==> config.mk <==
export PLATFORM = sky130hd
export DESIGN_NAME = imu_spi_seq
export DESIGN_NICKNAME = d
export VERILOG_FILES = /design/src/rtl/imu_pkg.sv /design/src/rtl/int_sync.sv /design/src/rtl/imu_spi_seq.sv
export SDC_FILE = /design/constraint.sdc
export NUM_CORES = 1
export LEC_CHECK = 0
export BUFFER_PORTS_ARGS = -buffer_cell sky130_fd_sc_hd__buf_2
export CORE_MARGIN = 10
export CORE_UTILIZATION = 51
export CTS_CLUSTER_SIZE = 12
export DETAILED_ROUTE_END_ITERATION = 16
export PLACE_DENSITY = 0.79
export SLEW_MARGIN = 40
export SYNTH_ARGS = -nofsm -noshare
export SYNTH_HDL_FRONTEND = slang
export SYNTH_HIERARCHICAL = 1
export SYNTH_SLANG_ARGS = --single-unit
==> constraint.sdc <==
create_clock -name clk -period 4.15 [get_ports clk]
set_input_delay 0 -clock clk [delete_from_list [all_inputs] [get_ports clk]]
set_output_delay 0 -clock clk [all_outputs]
set_load 0.02 [all_outputs]
==> src/rtl/imu_pkg.sv <==
// -----------------------------------------------------------------------------
// imu_pkg
// Shared definitions for the inertial-sensor SPI sequencer:
//   - imu_state_e : sequencer state encoding
//   - INIT_CMD    : gyro initialization command words, issued index 0 first
//   - RD_YAW_L/H  : read commands for the yaw-rate low and high bytes
//   - init_cmd_at : lookup helper for the init command table
// -----------------------------------------------------------------------------
package imu_pkg;

    typedef enum logic [3:0] {
        HOLD    = 4'd0,
        INIT_WR = 4'd1,
        INIT_WT = 4'd2,
        IDLE    = 4'd3,
        RDL_WR  = 4'd4,
        RDL_WT  = 4'd5,
        RDH_WR  = 4'd6,
        RDH_WT  = 4'd7,
        VLD     = 4'd8
    } imu_state_e;

    // Packed so that INIT_CMD[0] is the first command sent.
    localparam logic [3:0][15:0] INIT_CMD = {16'h1500, 16'h1440, 16'h1160, 16'h0D02};

    localparam logic [15:0] RD_YAW_L = 16'hA600;
    localparam logic [15:0] RD_YAW_H = 16'hA700;

    function automatic logic [15:0] init_cmd_at(input logic [1:0] idx);
        return INIT_CMD[idx];
    endfunction

endpackage

==> src/rtl/int_sync.sv <==
// -----------------------------------------------------------------------------
// int_sync
// Two-flop synchronizer for a single asynchronous sensor pin.
// Ports:
//   clk      in  system clock
//   rst_n    in  synchronous active-low reset, clears both flops to 0
//   async_in in  asynchronous level input
//   sync_out out async_in delayed by two clk edges, safe to use in clk domain
// -----------------------------------------------------------------------------
module int_sync (
    input  logic clk,
    input  logic rst_n,
    input  logic async_in,
    output logic sync_out
);

    logic meta_r;
    logic sync_r;

    // Two-stage capture of the asynchronous pin into the clk domain.
    always_ff @(posedge clk) begin
        if (!rst_n) begin
            meta_r <= 1'b0;
            sync_r <= 1'b0;
        end else begin
            meta_r <= async_in;
            sync_r <= meta_r;
        end
    end

    assign sync_out = sync_r;

endmodule

==> src/rtl/imu_spi_seq.sv <==
// -----------------------------------------------------------------------------
// imu_spi_seq
// Owns the 16-bit SPI master on the inertial-sensor link. After reset it waits
// INIT_WAIT cycles, sends the four gyro init commands, then reads the yaw-rate
// low/high bytes whenever the (synchronized) data-ready pin is high and
// presents the signed 16-bit result with a one-cycle strobe.
//
// Parameters:
//   INIT_WAIT   holdoff cycles after reset before the first command (>= 1)
// Ports:
//   clk         in   system clock, all logic on posedge
//   rst_n       in   synchronous active-low reset
//   INT         in   sensor data-ready, asynchronous level, active-high
//   spi_done    in   SPI master transaction-complete pulse
//   spi_rd_data in   SPI master read word, only [7:0] carries data
//   spi_wrt     out  one-cycle start pulse to the SPI master (registered)
//   spi_cmd     out  command word, valid with spi_wrt and held until the next
//   yaw_rt      out  {high byte, low byte} yaw rate, two's complement
//   vld         out  one-cycle strobe, yaw_rt holds a complete new sample
//   init_done   out  sticky flag, init sequence finished
// -----------------------------------------------------------------------------
module imu_spi_seq
    import imu_pkg::*;
#(
    parameter logic [15:0] INIT_WAIT = 16'hFFFF
) (
    input  logic        clk,
    input  logic        rst_n,
    input  logic        INT,
    input  logic        spi_done,
    input  logic [15:0] spi_rd_data,
    output logic        spi_wrt,
    output logic [15:0] spi_cmd,
    output logic [15:0] yaw_rt,
    output logic        vld,
    output logic        init_done
);

    imu_state_e  state_r;
    imu_state_e  state_nxt_s;
    logic [15:0] timer_r;
    logic [15:0] timer_nxt_s;
    logic [1:0]  idx_r;
    logic [1:0]  idx_nxt_s;
    logic        int_sync_s;

    logic        spi_wrt_r;
    logic [15:0] spi_cmd_r;
    logic [15:0] yaw_rt_r;
    logic        vld_r;
    logic        init_done_r;

    logic        wrt_s;
    logic [15:0] cmd_s;
    logic        ld_lo_s;
    logic        ld_hi_s;
    logic        vld_s;
    logic        done_set_s;

    // The sensor only returns a byte; the upper half of the read word is unused.
    logic        rd_hi_unused_s;
    assign rd_hi_unused_s = ^spi_rd_data[15:8];

    int_sync u_int_sync (
        .clk      (clk),
        .rst_n    (rst_n),
        .async_in (INT),
        .sync_out (int_sync_s)
    );

    // State, holdoff timer and init-command index registers.
    always_ff @(posedge clk) begin
        if (!rst_n) begin
            state_r <= HOLD;
            timer_r <= 16'd0;
            idx_r   <= 2'd0;
        end else begin
            state_r <= state_nxt_s;
            timer_r <= timer_nxt_s;
            idx_r   <= idx_nxt_s;
        end
    end

    // Next-state logic and per-state actions. The SPI start pulse and command
    // are produced while in a *_WR state and registered, so spi_wrt is high in
    // the cycle after the *_WR state. vld is registered on the transition into
    // VLD so the strobe coincides with that state.
    always_comb begin
        state_nxt_s = state_r;
        timer_nxt_s = timer_r;
        idx_nxt_s   = idx_r;
        wrt_s       = 1'b0;
        cmd_s       = spi_cmd_r;
        ld_lo_s     = 1'b0;
        ld_hi_s     = 1'b0;
        vld_s       = 1'b0;
        done_set_s  = 1'b0;
        case (state_r)
            HOLD: begin
                if (timer_r == (INIT_WAIT - 16'd1)) begin
                    state_nxt_s = INIT_WR;
                end else begin
                    timer_nxt_s = timer_r + 16'd1;
                end
            end
            INIT_WR: begin
                wrt_s       = 1'b1;
                cmd_s       = init_cmd_at(idx_r);
                state_nxt_s = INIT_WT;
            end
            INIT_WT: begin
                if (spi_done) begin
                    if (idx_r == 2'd3) begin
                        done_set_s  = 1'b1;
                        state_nxt_s = IDLE;
                    end else begin
                        idx_nxt_s   = idx_r + 2'd1;
                        state_nxt_s = INIT_WR;
                    end
                end else begin
                    state_nxt_s = INIT_WT;
                end
            end
            IDLE: begin
                // Level-sensitive: a still-high INT starts the next pair at once.
                if (int_sync_s) begin
                    state_nxt_s = RDL_WR;
                end else begin
                    state_nxt_s = IDLE;
                end
            end
            RDL_WR: begin
                wrt_s       = 1'b1;
                cmd_s       = RD_YAW_L;
                state_nxt_s = RDL_WT;
            end
            RDL_WT: begin
                if (spi_done) begin
                    ld_lo_s     = 1'b1;
                    state_nxt_s = RDH_WR;
                end else begin
                    state_nxt_s = RDL_WT;
                end
            end
            RDH_WR: begin
                wrt_s       = 1'b1;
                cmd_s       = RD_YAW_H;
                state_nxt_s = RDH_WT;
            end
            RDH_WT: begin
                if (spi_done) begin
                    ld_hi_s     = 1'b1;
                    vld_s       = 1'b1;
                    state_nxt_s = VLD;
                end else begin
                    state_nxt_s = RDH_WT;
                end
            end
            VLD: begin
                state_nxt_s = IDLE;
            end
            default: begin
                state_nxt_s = HOLD;
            end
        endcase
    end

    // Registered SPI handshake outputs; spi_cmd holds between start pulses.
    always_ff @(posedge clk) begin
        if (!rst_n) begin
            spi_wrt_r <= 1'b0;
            spi_cmd_r <= 16'h0000;
        end else begin
            spi_wrt_r <= wrt_s;
            spi_cmd_r <= cmd_s;
        end
    end

    // Yaw-rate assembly: each byte loads on its own spi_done; value holds otherwise.
    always_ff @(posedge clk) begin
        if (!rst_n) begin
            yaw_rt_r <= 16'h0000;
        end else begin
            if (ld_lo_s) begin
                yaw_rt_r[7:0] <= spi_rd_data[7:0];
            end
            if (ld_hi_s) begin
                yaw_rt_r[15:8] <= spi_rd_data[7:0];
            end
        end
    end

    // Consumer strobe and sticky init flag.
    always_ff @(posedge clk) begin
        if (!rst_n) begin
            vld_r       <= 1'b0;
            init_done_r <= 1'b0;
        end else begin
            vld_r <= vld_s;
            if (done_set_s) begin
                init_done_r <= 1'b1;
            end
        end
    end

    assign spi_wrt   = spi_wrt_r;
    assign spi_cmd   = spi_cmd_r;
    assign yaw_rt    = yaw_rt_r;
    assign vld       = vld_r;
    assign init_done = init_done_r;

endmodule
# --- Yosys cells after proc, flatten, opt, wreduce, memory -nomap -nowiden ---
# Cells that the tools add are included.
# Widths: inputs -> output; s select.
op_classes:
  add_sub_neg: 2
  mul: 0
  n_div: 0
  order_cmp: 1
  eq_ne: 11
  n_shift: 0
  muxes: 17
  bitwise: 2
  reduce_logical: 5
ops:
  columns: ["operator", "n"]
  rows:
  - ["$pmux 16 s3", 1]
  - ["$pmux 4 s9", 1]
  - ["$bmux 16 s2", 1]
  - ["$add 16x1->16 const B", 1]
  - ["$eq 16x16->1 const B", 1]
  - ["$eq 4x3->1 const B", 4]
  - ["$mux 16", 1]
  - ["$mux 4", 3]
  - ["$eq 4x2->1 const B", 2]
  - ["$mux 1", 7]
  - ["$eq 4x1->1 const B", 1]
  - ["$eq 4x4->1 const B", 1]
  - ["$logic_not 4->1", 1]
  - ["$mux 2", 2]
  - ["$lt 2x3->1 const B", 1]
  - ["$mux 3", 1]
  - ["$reduce_and 3->1", 1]
  - ["$reduce_bool 3->1", 1]
  - ["$reduce_or 3->1", 1]
  - ["$add 2x1->2 const B", 1]
  - ["$eq 2x2->1 const B", 1]
  - ["$ne 2x2->1 const B", 1]
  - ["$not 1->1", 2]
  - ["$reduce_and 2->1", 1]
word_totals:
  reg_bits: 59
  latchBits: 0
  ram_bits: 0
  rom_bits: 0
  output_inout_bits: 35
  wordCells: 49
  memories: 0

# --- Depth between registers and ports, before layout ---
depth:
  word_depth: 4
  ltp_mapped: 7

# --- Modules after synthesis ---
# The synthesis kept the hierarchy.
by_module_without_submodules:
  columns: ["mod", "instances", "cells_each", "area_per_inst_um2", "seq_area_each_um2"]
  rows:
  - ["imu_spi_seq", 1, 253, 2336.0, 960.9]
  - ["int_sync", 1, 4, 52.6, 40.0]

# --- Worst setup path after synthesis ---
# OpenSTA, ideal clock, no wires.
synth_path:
  path_type: "register to register"
  start: "register timer_r[0]"
  end: "register timer_r[14]"
  setup_ns: 0.070
  arrival_time_ns: 1.530
  required_time_ns: 4.080
  slack_ns: 2.549
  path_stages_with_launch: 8
  synth_period_minus_slack_ns: 1.601
  path_cell_list: "dfxtp_1 inv_1 ha_1 nand3_1 o21ai_0 clkbuf_1 or4_1 a21oi_1"
synth_via:
  elab_chain_len: 3
  elab_cells_between_ends: 4
  cone_classes: "add/sub: 1; eq/ne: 1; bitwise: 1; reduce/logical: 1"
synth_rtl:
  columns: ["item", "line", "rtl"]
  rows:
  - ["start, declared", "imu_spi_seq.sv:41", "logic [15:0] timer_r;"]
  - ["start signal, assigned", "imu_spi_seq.sv:79", "timer_r <= timer_nxt_s;"]
  - ["branches (longest 3 deep; another with $add 16x1->16)", null, null]
# Several ways; the timed one is not identified.
# A chain may end at the register's enable or synchronous reset.

# --- Worst setup path in the final report ---
layout_path:
  start: "register state_r[2]"
  end: "register timer_r[15]"
layout_via:
  elab_chain_len: 2
layout_rtl:
  columns: ["item", "line", "rtl"]
  rows:
  - ["start, declared", "imu_spi_seq.sv:39", "imu_state_e state_r;"]
  - ["start signal, assigned", "imu_spi_seq.sv:78", "state_r <= state_nxt_s;"]
  - ["$logic_not 4->1", "imu_spi_seq.sv:98", "case (state_r)"]
  - ["$reduce_and 2->1 (no source line)", null, null]
# No other way between the ends.

==> metrics.md <==
| Metric | Value |
|---|---|
| Start-to-end type of the worst setup path | `reg2reg` |
| Pins Over Slew Limit | `0` |
| Startpoint type of the worst setup path | `register` |
| H-tree depth | `2` |
| MaxCap Viol Count | `0` |
| Power density cells | `between 300 and 400 mW/mm²` |
| Pin count of the biggest net entering global routing | `37` |
| Largest stage delay on the critical path | `between 0.6 and 0.7 ns` |
| Number of vias after detailed routing | `1991` |
| Share of synthesized area occupied by flip-flops and latches | `0.419` |
| CP Capture Type | `register` |
| Final total negative setup slack | `0 ns` |
| Worst hold path class | `in2reg` |
| Core outline area | `0.00444 mm²` |
| Source of the worst hold timing path | `rst_n` |
| Global Route Usage Sum | `0.140` |
| Number of cells on the worst reg-to-reg path | `4` |
| Worst flop-to-flop path endpoint | `timer_r[15]` |
| Yosys cell types | `52` |
| CTS root buffer | `clkbuf_8` |
| Peak supply drop | `between 200 and 250 µV` |
| Worst-Skew Late Latency | `0.31 ns` |
| Total wire length after detailed routing | `about 5400 µm` |
| Wire length of the first global-routing pass | `just under 9000 µm` |
| Number of nets still failing antenna checks after routing | `0` |
| Fraction of the cycle the final worst path needs | `0.537` |
| Number of synthesized register bits | `50` |
| Worst Hold End | `spi_cmd[8]` |
| Diodes inserted | `0` |
| TritonRoute pass-1 iters | `4` |
| Clock period minus worst slack | `~2.2 ns` |
| Highest achievable clock rate | `449 MHz` |
| Detail-routed via count per cell | `5.72` |
| Global route total overflow | `0` |
| Transition time at the pin with the least slew margin | `0.685 ns` |
| Worst-path maximum fanout | `19` |
| Arr. time, crit path | `2.45 ns` |
| Vias in the first global route | `1842` |
| Placement row count | `24` |
| Final weighted congestion in routability-driven placement | `0.766` |
| Count of input and output buffers | `40` |
| Yosys warnings | `6` |
| Number of nets in the finished design | `323` |
| EDFF count, synth | `0` |
| Die footprint | `0.00782 mm²` |
| Setup Viol. Count Final | `0` |
| Die boundary width | `88.4 µm` |
| Slew HR | `0.540` |
| Required time of the critical path | `4.38 ns` |
| Clk_skew | `approximately 0.0073 ns` |
| TritonCTS clock tree | `done` |
| Result of the run | `finished clean` |
| Dominant register cell in the synthesized netlist | `dfxtp_1` |
| Design Power | `between 800 and 900 µW` |
| Cell count of the worst hold path | `2` |
| Starting density of the core | `0.537` |
| Area delta synth->final | `15.3%` |
| I/O pin count | `55` |
| Average instance area after synthesis | `9.29 µm²` |
| Avg WL per Cell | `roughly 15 µm` |
| Estimated wirelength of the detail-placed design | `~3600 µm` |
| Clock buffer count from CTS | `5` |
| Post-Synthesis Cells | `257` |
| Number of DRC markers in iteration 0 | `164` |
| CTS clock-pin slew for the worst setup and hold paths | `0.09 ns` |
| Critical R2R Launch | `state_r[2]` |
| Initial antenna violation count | `0` |
| FF-to-FF setup slack | `1.92 ns` |
| Total count of hold-check failures in the final report | `0` |
| Clock sink count | `50` |
| Cells along the critical path | `nor4_4 -> nand4_1 -> or4_1 -> a21oi_1` |
| RSZ-0062 raised after global routing | `no` |
| Longest Clk Path Bufs | `2` |
| Chip Height | `88.4 µm` |
| Share of cells above drive strength 1 | `0.199` |
| Cells resized by post-CTS repair | `0` |
| Critical Path Slowest Stage Cell | `nor4_4` |
| Post-route DRC violation count | `0` |
| Reported leakage power | `roughly 0.0011 µW` |
| Post-CTS setup buffer count | `0` |
| Share of flip-flops with an asynchronous set or reset | `0` |
| Combined area of all synthesized cells | `0.00239 mm²` |
==> report_power, final <==
part | internal, µW | leakage [µW] | switching, µW | total (µW)
clock | 179 | 0.0000504 | 167 | 347
sequential | 483 | 0.000404 | 2.93 | 486
combinational | 15.5 | 0.000641 | 23.8 | 39.2
==> worst max-delay path: cells and delay by family, from the launching register on <==
kind / cells / cell delay (ns)
flip-flops: 1 / 0.53
AO/OA/AOI/OAI: 1 / 0.15
AND/OR/NAND/NOR: 3 / 1.46
==> state kept, by name, indices dropped and copies added (netlist names) <==
| name | count |
|---|---|
| spi_wrt | 1 |
| u_int_sync/meta_r | 1 |
| vld | 1 |
| idx_r | 2 |
| timer_r | 16 |
| init_done | 1 |
| state_r | 4 |
| yaw_rt | 16 |
| spi_cmd | 7 |
| u_int_sync/sync_out | 1 |
==> cell usage in the layout (no fill, tap or decap), types with 2 or more instances in the layout <==
| cell | count |
|---|---|
| inv_1 | 7 |
| o311ai_0 | 3 |
| conb_1 | 6 |
| buf_2 | 40 |
| and2_1 | 3 |
| o31ai_1 | 7 |
| ha_1 | 8 |
| dfxtp_1 | 50 |
| o41ai_1 | 2 |
| and4b_1 | 2 |
| or4_1 | 5 |
| clkinvlp_4 | 2 |
| nor4_1 | 2 |
| a21oi_1 | 14 |
| nor2_1 | 29 |
| and4_1 | 3 |
| nand2b_1 | 4 |
| o221a_2 | 2 |
| nor2b_1 | 5 |
| nand4_1 | 6 |
| dlygate4sd3_1 | 9 |
| nand2_1 | 11 |
| clkbuf_8 | 5 |
| or3_1 | 6 |
| nor4_4 | 2 |
| o21ai_0 | 7 |
| mux2i_1 | 21 |
| o21bai_1 | 2 |
| a22oi_1 | 2 |
| nand3_1 | 8 |
==> stage by stage <==
| step | area (µm²) | utilization | setup WS, ns | cells | hold WS [ns] |
|---|---|---|---|---|---|
| finish | 2750 | 0.620 | 1.92 | 348 | 0.0617 |
| global placement | 2540 | 0.572 | 2.01 | 331 | 0.220 |
| CTS | 2750 | 0.620 | 1.96 | 348 | 0.0580 |
| global route | 2750 | 0.620 | 1.74 | 348 | 0.0569 |
| floorplan | 2410 | - | 2.55 | 262 | 0.122 |
| detailed placement | 2550 | 0.574 | 1.97 | 331 | 0.225 |
==> how the worst max path moves through the flow <==
| stage | start | endpoint | slack, ns | cells past startpoint |
|---|---|---|---|---|
| floorplan | timer_r[0] | timer_r[14] | 2.55 | 7 |
| CTS | state_r[3] | timer_r[15] | 1.96 | 4 |
| detailed placement | state_r[3] | timer_r[15] | 1.97 | 4 |
| finish | state_r[2] | timer_r[15] | 1.92 | 4 |
| global placement | timer_r[11] | timer_r[1] | 2.01 | 4 |
| global route | state_r[3] | timer_r[13] | 1.74 | 4 |
==> final cells by class <==
class / instances / area [µm²]
Clock inverter: 3 / 45.0
Sequential cell: 50 / 1000
Timing Repair Buffer: 49 / 290
Inverter: 8 / 31.3
Multi-Input combinational cell: 181 / 1250
Fill cell: 381 / 1690
Clock buffer: 5 / 68.8
Tap cell: 52 / 65.1
==> synth_stat cells, drive strengths merged, types with 2 or more instances <==
| cell type | n | area [µm²] |
|---|---|---|
| a21oi | 14 | 70.1 |
| nand4 | 6 | 37.5 |
| or3 | 6 | 37.5 |
| nand2 | 12 | 52.6 |
| nor2b | 5 | 31.3 |
| o21ai | 8 | 40.0 |
| a22oi | 2 | 15.0 |
| clkbuf | 9 | 33.8 |
| or4 | 5 | 37.5 |
| and4 | 3 | 26.3 |
| ha | 8 | 100 |
| o221a | 2 | 22.5 |
| nand3 | 8 | 40.0 |
| and4b | 2 | 20.0 |
| nor4 | 4 | 46.3 |
| o311ai | 3 | 26.3 |
| buf | 14 | 98.8 |
| inv | 7 | 26.3 |
| nor3 | 2 | 26.3 |
| o41ai | 2 | 17.5 |
| nor2 | 30 | 120 |
| o31ai | 7 | 52.6 |
| mux2i | 21 | 210 |
| dfxtp | 50 | 1000 |
| nand2b | 4 | 25.0 |
| o21bai | 2 | 15.0 |
| and2 | 3 | 18.8 |
==> logic make-up after synthesis <==
| family | Yosys count | share of synthesized area |
|---|---|---|
| AOI/OAI and AO/OA | 49 | 0.140 |
| xor gates and xnor gates | 1 | 0.00367 |
| adders and majority gates | 8 | 0.0419 |
| buffers and inverters | 31 | 0.0681 |
| DFF | 50 | 0.419 |
| muxes | 22 | 0.0927 |
| other | 1 | 0.00157 |
| and+or+nand+nor | 95 | 0.233 |
==> routing by layer <==
layer | wire, µm | global-route usage | share of wire
met5 | 0 | 0 | 0
met4 | 87 | 0.0441 | 0.016
met3 | 462 | 0.0616 | 0.086
met2 | 2490 | 0.220 | 0.46
met1 | 2340 | 0.169 | 0.43
==> repair_timing <==
action / 4_1_cts / 5_1_grt
hold buffers: 9 / 0
hold endpoints to repair: 17 / 0
endpoints found under the setup margin: 0 / 0
Note: power is estimated with default switching activity, not from simulation.
